### src/rtl/dro_bank.sv
// dro_bank: N-channel clocked destructive-readout (DRO) cell bank.
//   Each channel stores one bit written by a set event and emits it on a
//   clear (read) event. An event is any level transition on set/clr. The
//   block adds a programmable output delay, a toggle or pulse output mode,
//   an init blackout window after reset, and hold-time violation detection
//   with a saturating counter.
// Ports:
//   clk        - rising-edge clock
//   rst        - synchronous active-high reset
//   set[N]     - per-channel write line (each edge is one event)
//   clr[N]     - per-channel destructive-read line (each edge is one event)
//   viol_clear - clears viol and viol_count
//   out[N]     - read-out (MODE 0: level toggle, MODE 1: 1-cycle pulse), DELAY cycles late
//   state[N]   - stored bit per channel
//   armed      - high once the INIT window has elapsed
//   viol[N]    - sticky per-channel hold violation flag
//   viol_count - saturating count of violation events over all channels
module dro_bank #(
  parameter int unsigned N     = 4,
  parameter int unsigned DELAY = 2,
  parameter int unsigned HOLD  = 3,
  parameter int unsigned INIT  = 8,
  parameter int unsigned MODE  = 0,
  parameter int unsigned CW    = 8
) (
  input  logic          clk,
  input  logic          rst,
  input  logic [N-1:0]  set,
  input  logic [N-1:0]  clr,
  input  logic          viol_clear,
  output logic [N-1:0]  out,
  output logic [N-1:0]  state,
  output logic          armed,
  output logic [N-1:0]  viol,
  output logic [CW-1:0] viol_count
);

  localparam int unsigned IW        = (INIT > 0) ? $clog2(INIT + 1) : 1;
  localparam int unsigned INIT_LAST = (INIT > 0) ? INIT - 1 : 0;
  localparam int unsigned TW        = (HOLD > 0) ? $clog2(HOLD + 1) : 1;
  localparam int unsigned PW        = $clog2(N + 1);
  localparam int unsigned SW        = CW + PW;

  logic [N-1:0]  set_q, set_d;
  logic [N-1:0]  clr_q, clr_d;
  logic [N-1:0]  state_q, state_d;
  logic [N-1:0]  core_q, core_d;
  logic [N-1:0]  viol_q, viol_d;
  logic [CW-1:0] viol_count_q, viol_count_d;
  logic          armed_q, armed_d;
  logic [IW-1:0] init_cnt_q, init_cnt_d;
  logic [TW-1:0] timer_q [N];
  logic [TW-1:0] timer_d [N];
  logic [N-1:0]  last_set_q, last_set_d;

  logic [N-1:0]  set_ev, clr_ev, fire, near, vnow;
  logic [PW-1:0] pop;
  logic [SW-1:0] sum;
  logic [CW-1:0] count_base;

  always_comb begin
    set_d        = set;
    clr_d        = clr;
    set_ev       = set ^ set_q;
    clr_ev       = clr ^ clr_q;
    armed_d      = armed_q;
    init_cnt_d   = init_cnt_q;
    state_d      = state_q;
    core_d       = (MODE == 0) ? core_q : '0;
    timer_d      = timer_q;
    last_set_d   = last_set_q;
    near         = '0;
    vnow         = '0;
    pop          = '0;

    if (!armed_q) begin
      init_cnt_d = init_cnt_q + IW'(1);
      if (INIT == 0 || init_cnt_q == IW'(INIT_LAST)) armed_d = 1'b1;
    end

    // Read-out is judged on the old state; set wins over clr for the new state.
    fire = clr_ev & state_q & {N{armed_q}};

    if (armed_q) begin
      state_d = (state_q & ~clr_ev) | set_ev;
      core_d  = (MODE == 0) ? (core_q ^ fire) : fire;
      if (HOLD > 0) begin
        for (int unsigned i = 0; i < N; i++) begin
          near[i] = (timer_q[i] < TW'(HOLD));
          vnow[i] = (set_ev[i] & clr_ev[i])
                  | (set_ev[i] & ~last_set_q[i] & near[i])
                  | (clr_ev[i] &  last_set_q[i] & near[i]);
          if (set_ev[i] | clr_ev[i]) begin
            // Timer holds the distance to the last event as seen at the next edge.
            timer_d[i]    = TW'(1);
            last_set_d[i] = set_ev[i];
          end else if (near[i]) begin
            timer_d[i] = timer_q[i] + TW'(1);
          end
        end
      end
    end

    for (int unsigned i = 0; i < N; i++) begin
      pop = pop + PW'(vnow[i]);
    end

    // Clear applies first so a same-cycle violation survives it.
    viol_d     = (viol_clear ? '0 : viol_q) | vnow;
    count_base = viol_clear ? '0 : viol_count_q;
    sum        = SW'(count_base) + SW'(pop);
    if (sum > SW'({CW{1'b1}})) viol_count_d = '1;
    else                       viol_count_d = sum[CW-1:0];
  end

  always_ff @(posedge clk) begin
    set_q <= set_d;
    clr_q <= clr_d;
    if (rst) begin
      state_q      <= '0;
      core_q       <= '0;
      viol_q       <= '0;
      viol_count_q <= '0;
      armed_q      <= 1'b0;
      init_cnt_q   <= '0;
      last_set_q   <= '0;
      for (int unsigned i = 0; i < N; i++) timer_q[i] <= TW'(HOLD);
    end else begin
      state_q      <= state_d;
      core_q       <= core_d;
      viol_q       <= viol_d;
      viol_count_q <= viol_count_d;
      armed_q      <= armed_d;
      init_cnt_q   <= init_cnt_d;
      last_set_q   <= last_set_d;
      for (int unsigned i = 0; i < N; i++) timer_q[i] <= timer_d[i];
    end
  end

  generate
    if (DELAY == 0) begin : g_nodly
      assign out = core_q;
    end else begin : g_dly
      logic [N-1:0] pipe_q [DELAY];
      logic [N-1:0] pipe_d [DELAY];

      always_comb begin
        pipe_d[0] = core_q;
        for (int unsigned i = 1; i < DELAY; i++) pipe_d[i] = pipe_q[i-1];
      end

      // Reset flushes in-flight read-outs so nothing emerges after release.
      always_ff @(posedge clk) begin
        if (rst) begin
          for (int unsigned i = 0; i < DELAY; i++) pipe_q[i] <= '0;
        end else begin
          for (int unsigned i = 0; i < DELAY; i++) pipe_q[i] <= pipe_d[i];
        end
      end

      assign out = pipe_q[DELAY-1];
    end
  endgenerate

  assign state      = state_q;
  assign armed      = armed_q;
  assign viol       = viol_q;
  assign viol_count = viol_count_q;

endmodule

### config.mk
export PLATFORM = sky130hd
export DESIGN_NAME = dro_bank
export DESIGN_NICKNAME = d
export VERILOG_FILES = /design/src/rtl/dro_bank.sv
export SDC_FILE = /design/constraint.sdc
export NUM_CORES = 1
export LEC_CHECK = 0
export CAP_MARGIN = 20
export CORE_AREA = 4 4 68 70
export CTS_CLUSTER_DIAMETER = 60
export DETAILED_ROUTE_END_ITERATION = 8
export DIE_AREA = 0 0 72 74
export MAX_ROUTING_LAYER = met4
export PLACE_DENSITY = 0.87
export SETUP_SLACK_MARGIN = 0.02
export SLEW_MARGIN = 0
export SYNTH_ARGS = -nofsm -noshare
export SYNTH_HDL_FRONTEND = slang
export SYNTH_SLANG_ARGS = --single-unit
### constraint.sdc
create_clock -name clk -period 9.5 [get_ports clk]
set_input_delay 0.95 -clock clk [delete_from_list [all_inputs] [get_ports clk]]
set_output_delay 0.95 -clock clk [all_outputs]
set_load 0.005 [all_outputs]
# [After elaboration in Yosys (flattened, before gate mapping)]
# Memories as Yosys holds them, arrays and structs flattened.
# Index checks and enable logic that the tools add are counted.
[op_classes] add_sub_neg=9 magnitude_cmp=5 n_eq_ne=1 mux=19 bitwise_logic=47 n_reduce_logical=12
[ops] cell="$and A1 B1 Y1" n=20
[ops] cell="$mux W2" n=8
[ops] cell="$mux W4" n=4
[ops] cell="$mux W8" n=2
[ops] cell="$reduce_and A2 Y1" n=8
[ops] cell="$or A1 B1 Y1" n=14
[ops] cell="$and A4 B4 Y4" n=3
[ops] cell="$xor A4 B4 Y4" n=3
[ops] cell="$add A8 B3 Y9" n=1
[ops] cell="$gt A9 B8 Y1 const B" n=1
[ops] cell="$add A2 B1 Y2 const B" n=4
[ops] cell="$lt A2 B2 Y1 const B" n=4
[ops] cell="$or A4 B4 Y4" n=2
[ops] cell="$reduce_bool A2 Y1" n=4
[ops] cell="$mux W1" n=5
[ops] cell="$add A4 B1 Y4 const B" n=1
[ops] cell="$eq A4 B3 Y1 const B" n=1
[ops] cell="$not A1 Y1" n=4
[ops] cell="$not A4 Y4" n=1
[ops] cell="$add A2 B1 Y3" n=1
[ops] cell="$add A3 B1 Y3" n=1
[ops] cell="$add A1 B1 Y2" n=1
[word_totals] register_bits=45 ram_bits=8 in_bits=11 n_memories=1
[mem_list] memory="g_dly.pipe_q" words=2 word_bits=4 read_ports=2 rd_ports_with_merged_regs=0 wr=2 line_no="144" text="logic [N-1:0] pipe_q [DELAY];"

# [Longest topological paths before layout]
[depth] ltp_word=12 depth_mapped=11 mapped_depth_nobuf=11

# [Worst setup path after synthesis]
# OpenSTA, ideal clock, no wires.
[synth_path] path_type="in2reg" from="input clr[0]" to="register viol_count_q[4], in the netlist viol_count[4]" setup_ns=0.128 t_arrival_ns=3.400 t_required_ns=9.372 setup_slack_ns=5.972 path_stages=11 n_path_buf=0 path_cell_list="xnor2_1 > nand2_1 > o211ai_1 > o21ai_0 > fa_1 > fa_1 > fa_1 > and3_1 > nand4_1 > a21boi_0 > nor2_1"
[synth_via] elab_chain_len=11
[synth_lines] element="from (decl)" line_no="29" text="input logic [N-1:0] clr,"
[synth_lines] element="$xor A4 B4 Y4 *" line_no="65" text="clr_ev = clr ^ clr_q;"
[synth_lines] element="$and A1 B1 Y1 (on tied branches)" line_no="90, 92"
[synth_lines] element="$or A1 B1 Y1 / $and A1 B1 Y1 (equally long branches)" line_no="91, 92"
[synth_lines] element="$or A1 B1 Y1 *" line_no="92" text="| (clr_ev[i] & last_set_q[i] & near[i]);"
[synth_lines] element="$mux W4 *" line_no="84" text="if (armed_q) begin"
[synth_lines] element="$add A1 B1 Y2 *" line_no="105" text="pop = pop + PW'(vnow[i]);"
[synth_lines] element="$add A2 B1 Y3 *" line_no="105"
[synth_lines] element="$add A3 B1 Y3 *" line_no="105"
[synth_lines] element="$add A8 B3 Y9 *" line_no="111" text="sum = SW'(count_base) + SW'(pop);"
[synth_lines] element="$gt A9 B8 Y1" line_no="112" text="if (sum > SW'({CW{1'b1}})) viol_count_d = '1;"
[synth_lines] element="$mux W8 *" line_no="112"
[synth_lines] element="to (signal assigned)" line_no="132" text="viol_count_q <= viol_count_d;"
[synth_lines] element="to (decl)" line_no="49" text="logic [CW-1:0] viol_count_q, viol_count_d;"
# Mark *: on every way between the ends. The rest lies on a longest branch, timed or not.
# A chain may end at the register's enable or synchronous reset.

# [Final worst setup path]
[layout_path] from="input set[1]" to="register viol_count_q[4], in the netlist viol_count[4]"
[layout_via] elab_chain_len=12
[layout_lines] element="from (decl)" line_no="28" text="input logic [N-1:0] set,"
[layout_lines] element="$xor A4 B4 Y4 *" line_no="64" text="set_ev = set ^ set_q;"
[layout_lines] element="$and A1 B1 Y1 (2 in a row)" line_no="91" text="| (set_ev[i] & ~last_set_q[i] & near[i])"
[layout_lines] element="$or A1 B1 Y1 *" line_no="91"
[layout_lines] element="$or A1 B1 Y1 *" line_no="92"
[layout_lines] element="$mux W4 *" line_no="84"
[layout_lines] element="$add A1 B1 Y2 *" line_no="105"
[layout_lines] element="$add A2 B1 Y3 *" line_no="105"
[layout_lines] element="$add A3 B1 Y3 *" line_no="105"
[layout_lines] element="$add A8 B3 Y9 *" line_no="111"
[layout_lines] element="$gt A9 B8 Y1" line_no="112"
[layout_lines] element="$mux W8 *" line_no="112"
# Marked as above.

==> flow_summary.ini <==
[hold_path]
hp-class = flop to flop

[detailed_routing]
wire_per_inst_um = 13.1
drt_iter0_drc = 118
vias = 1705
drtAntennaViolNets = 0
vias_per_cell = 5.45
drt_wl_total_um = 4120
dr.pass1.iters = 4
route.detailed.drc = 0

[clock_tree]
cts_buffers = 5
clock_sinks = 53
cts-hold-fix-buffers = 0
cts_tree = done
cts_root_buf = clkbuf_8
ctsHtreeMaxLevel = 2
post_cts_buffers = 0
cts_resized = 0
clk_latency_ns = 0.30
clk_pin_slew_worst_paths_ns = 0.09
cts_buffer_depth = 2

[worst_setup_path]
cp_slowest_cell = clkdlybuf4s50_1
cp_data_arrival_time_ns = 4.21
cp.required_ns = 9.68
crit_type = primary input to flop
crit_path_frequent_cell = fa_1
crit_chain = clkdlybuf4s50_1 > xor2_2 > nand2_1 > o21ai_0 > fa_1 > fa_1 > fa_1 > and3_1 > nand4_1 > a21boi_0 > nor2_1
crit_path_start_kind = primary input
crit_path_max_incr_delay_ns = 0.51
critPathMaxFanout = 5
crit_path_end_kind = flop

[final_layout]
final_cells = 313
drive_gt1_share_pct = 6.46
num_antenna_cells = 0
num-nets-final = 282
area_growth_pct = 19.7
fin_util_pct = 67.0

[sta]
finalClockSkew_ns = 0.00361
finalSetupViolations = 0
max-slew-margin-rel_pct = 69.4
tightest_slew_ns = 0.459
rsz0062_at_grt = no
min_period_ns = 4.03
setup_slack_ns = 5.47
fmax_mhz = 248
hold_violations = 0
min_period_over_period_pct = 42.4
report.final.slew_viol_count = 0
tns_ns = 0

[power]
power.density_mw_per_mm2 = 141
ir_drop_mv = 0.0927
finalPower_mw = 0.374
power_leakage_nw = 0.969

[global_route]
grt_pass1_wl_um = 6760
antenna_found_initial = 0
grt_max_degree = 48
grt_pass1_vias = 1592
gr-total-overflow = 0
track_usage_pct = 16.8

[synth]
synth_top_family_by_area = simple AND/OR/NAND/NOR gates
yosysTopAreaCell = dfxtp_1
synthCells = 230
synthArstFlopShare_pct = 0
synth.area.mux_share_pct = 0.451
synth_compound_area_share_pct = 14.3
syn-mean-instance-area_um2 = 9.66
yosys-top-cells-count = dfxtp_1 (53), nand2_1 (27), a21oi_1 (18)
yosysSeqAreaShare_pct = 47.8
synth-adder-area-share_pct = 6.08
synth-main-ff-cell = dfxtp_1
yosys.area.top_type_share_pct = 47.8
netlist_area_mm2 = 0.00222
yosysMostFrequentCell = dfxtp_1
synth_fp_nets = 250
netlist_top_cells_area = dfxtp_1 (48%), nor2b_1 (4.8%), nand2_1 (4.6%), a21oi_1 (4.1%), xor2_1 (3.9%)
synth-simple-area-share_pct = 18.8
synth_xor_area_share_pct = 10.0
synth_warnings = 0
synth_enable_flop_cells = 0
ys_ff_latch = 53
synth.distinct_cells = 42

[floorplanning]
dieArea_mm2 = 0.00533
io_pins = 32
core_area_mm2 = 0.00397
fp.dieH_um = 74
num_rows = 23
die_w_um = 72
initial_core_util_pct = 55.9

[placed_design]
dp_slack_ns = 5.14
gp_congestion = 0.982
hpwlAfterDp_um = 2930
place_inst = 305
numPortBuffers = 31

[run_status]
status = completed

[flow_run]
cap_viol_max_count = 0
## worst paths after layout
kind	from	to	slack (ns)	cells after the start
hold / removal	g_dly.pipe_q[0][1]	g_dly.pipe_q[0][5]	0.44	1
setup / recovery	set[1]	viol_count[4]	5.47	11
hold reg to reg	g_dly.pipe_q[0][1]	g_dly.pipe_q[0][5]	0.44	1
setup reg to reg	armed	viol_count[4]	6.13	11
## per-layer routing
layer	vias up	track usage [%]	part of all wire (%)
li1	852	-	-
met1	799	18.7	44
met2	52	29.0	50
met3	2	4.46	5.4
met4	0	6.05	0.73
met5	-	-	0
## per-stage QoR
step	area, um2	hold slack (ns)
detailed placement	2580	0.422
global route	2660	0.454
floorplan	2220	0.414
CTS	2660	0.443
finish	2660	0.441
global placement	2580	0.423
## cell families (layout without fill, tap and decap cells)
group | after synthesis | count (layout)
flip-flops | 53 | 53
AND/OR/NAND/NOR | 82 | 82
multiplexers | 1 | 1
AO/OA/AOI/OAI | 48 | 48
buffers and inverters | 15 | 48
XOR/XNOR | 22 | 22
adder cells (fa/ha/maj) | 9 | 9
## report_power, final
part	internal (mW)	switching (mW)	total, mW
combinational	0.0108	0.0143	0.0251
clock	0.0512	0.0693	0.121
sequential	0.226	0.00282	0.228
total	0.287	0.0865	0.374
## final cells by class
type / count / area (um2)
fillers: 339 / 1310
multi-input cells: 162 / 1100
flip-flops and latches: 53 / 1060
repair buffers: 33 / 325
clock buffers: 6 / 72.6
well taps: 50 / 62.6
inverters: 7 / 26.3
clock inverters: 2 / 10.0
## cell usage in the layout (no fill, tap or decap), types with 5 or more instances in the layout
| master | count |
|---|---|
| nand2_1 | 27 |
| o21ai_0 | 6 |
| xor2_1 | 10 |
| a21oi_1 | 18 |
| nor2_1 | 13 |
| clkbuf_8 | 5 |
| dfxtp_1 | 53 |
| inv_1 | 7 |
| nor2b_1 | 17 |
| clkdlybuf4s50_1 | 31 |
| ha_1 | 6 |
| xnor2_1 | 8 |
| nand3_1 | 6 |
## critical path, delay by kind of cell
kind,cells,cell delay [ns]
fa+ha+maj,3,1.42
simple gates,4,0.59
buf+inv,1,0.51
compound gates,2,0.50
xor+xnor,1,0.24
No activity file was read; power rests on OpenSTA's default activity.
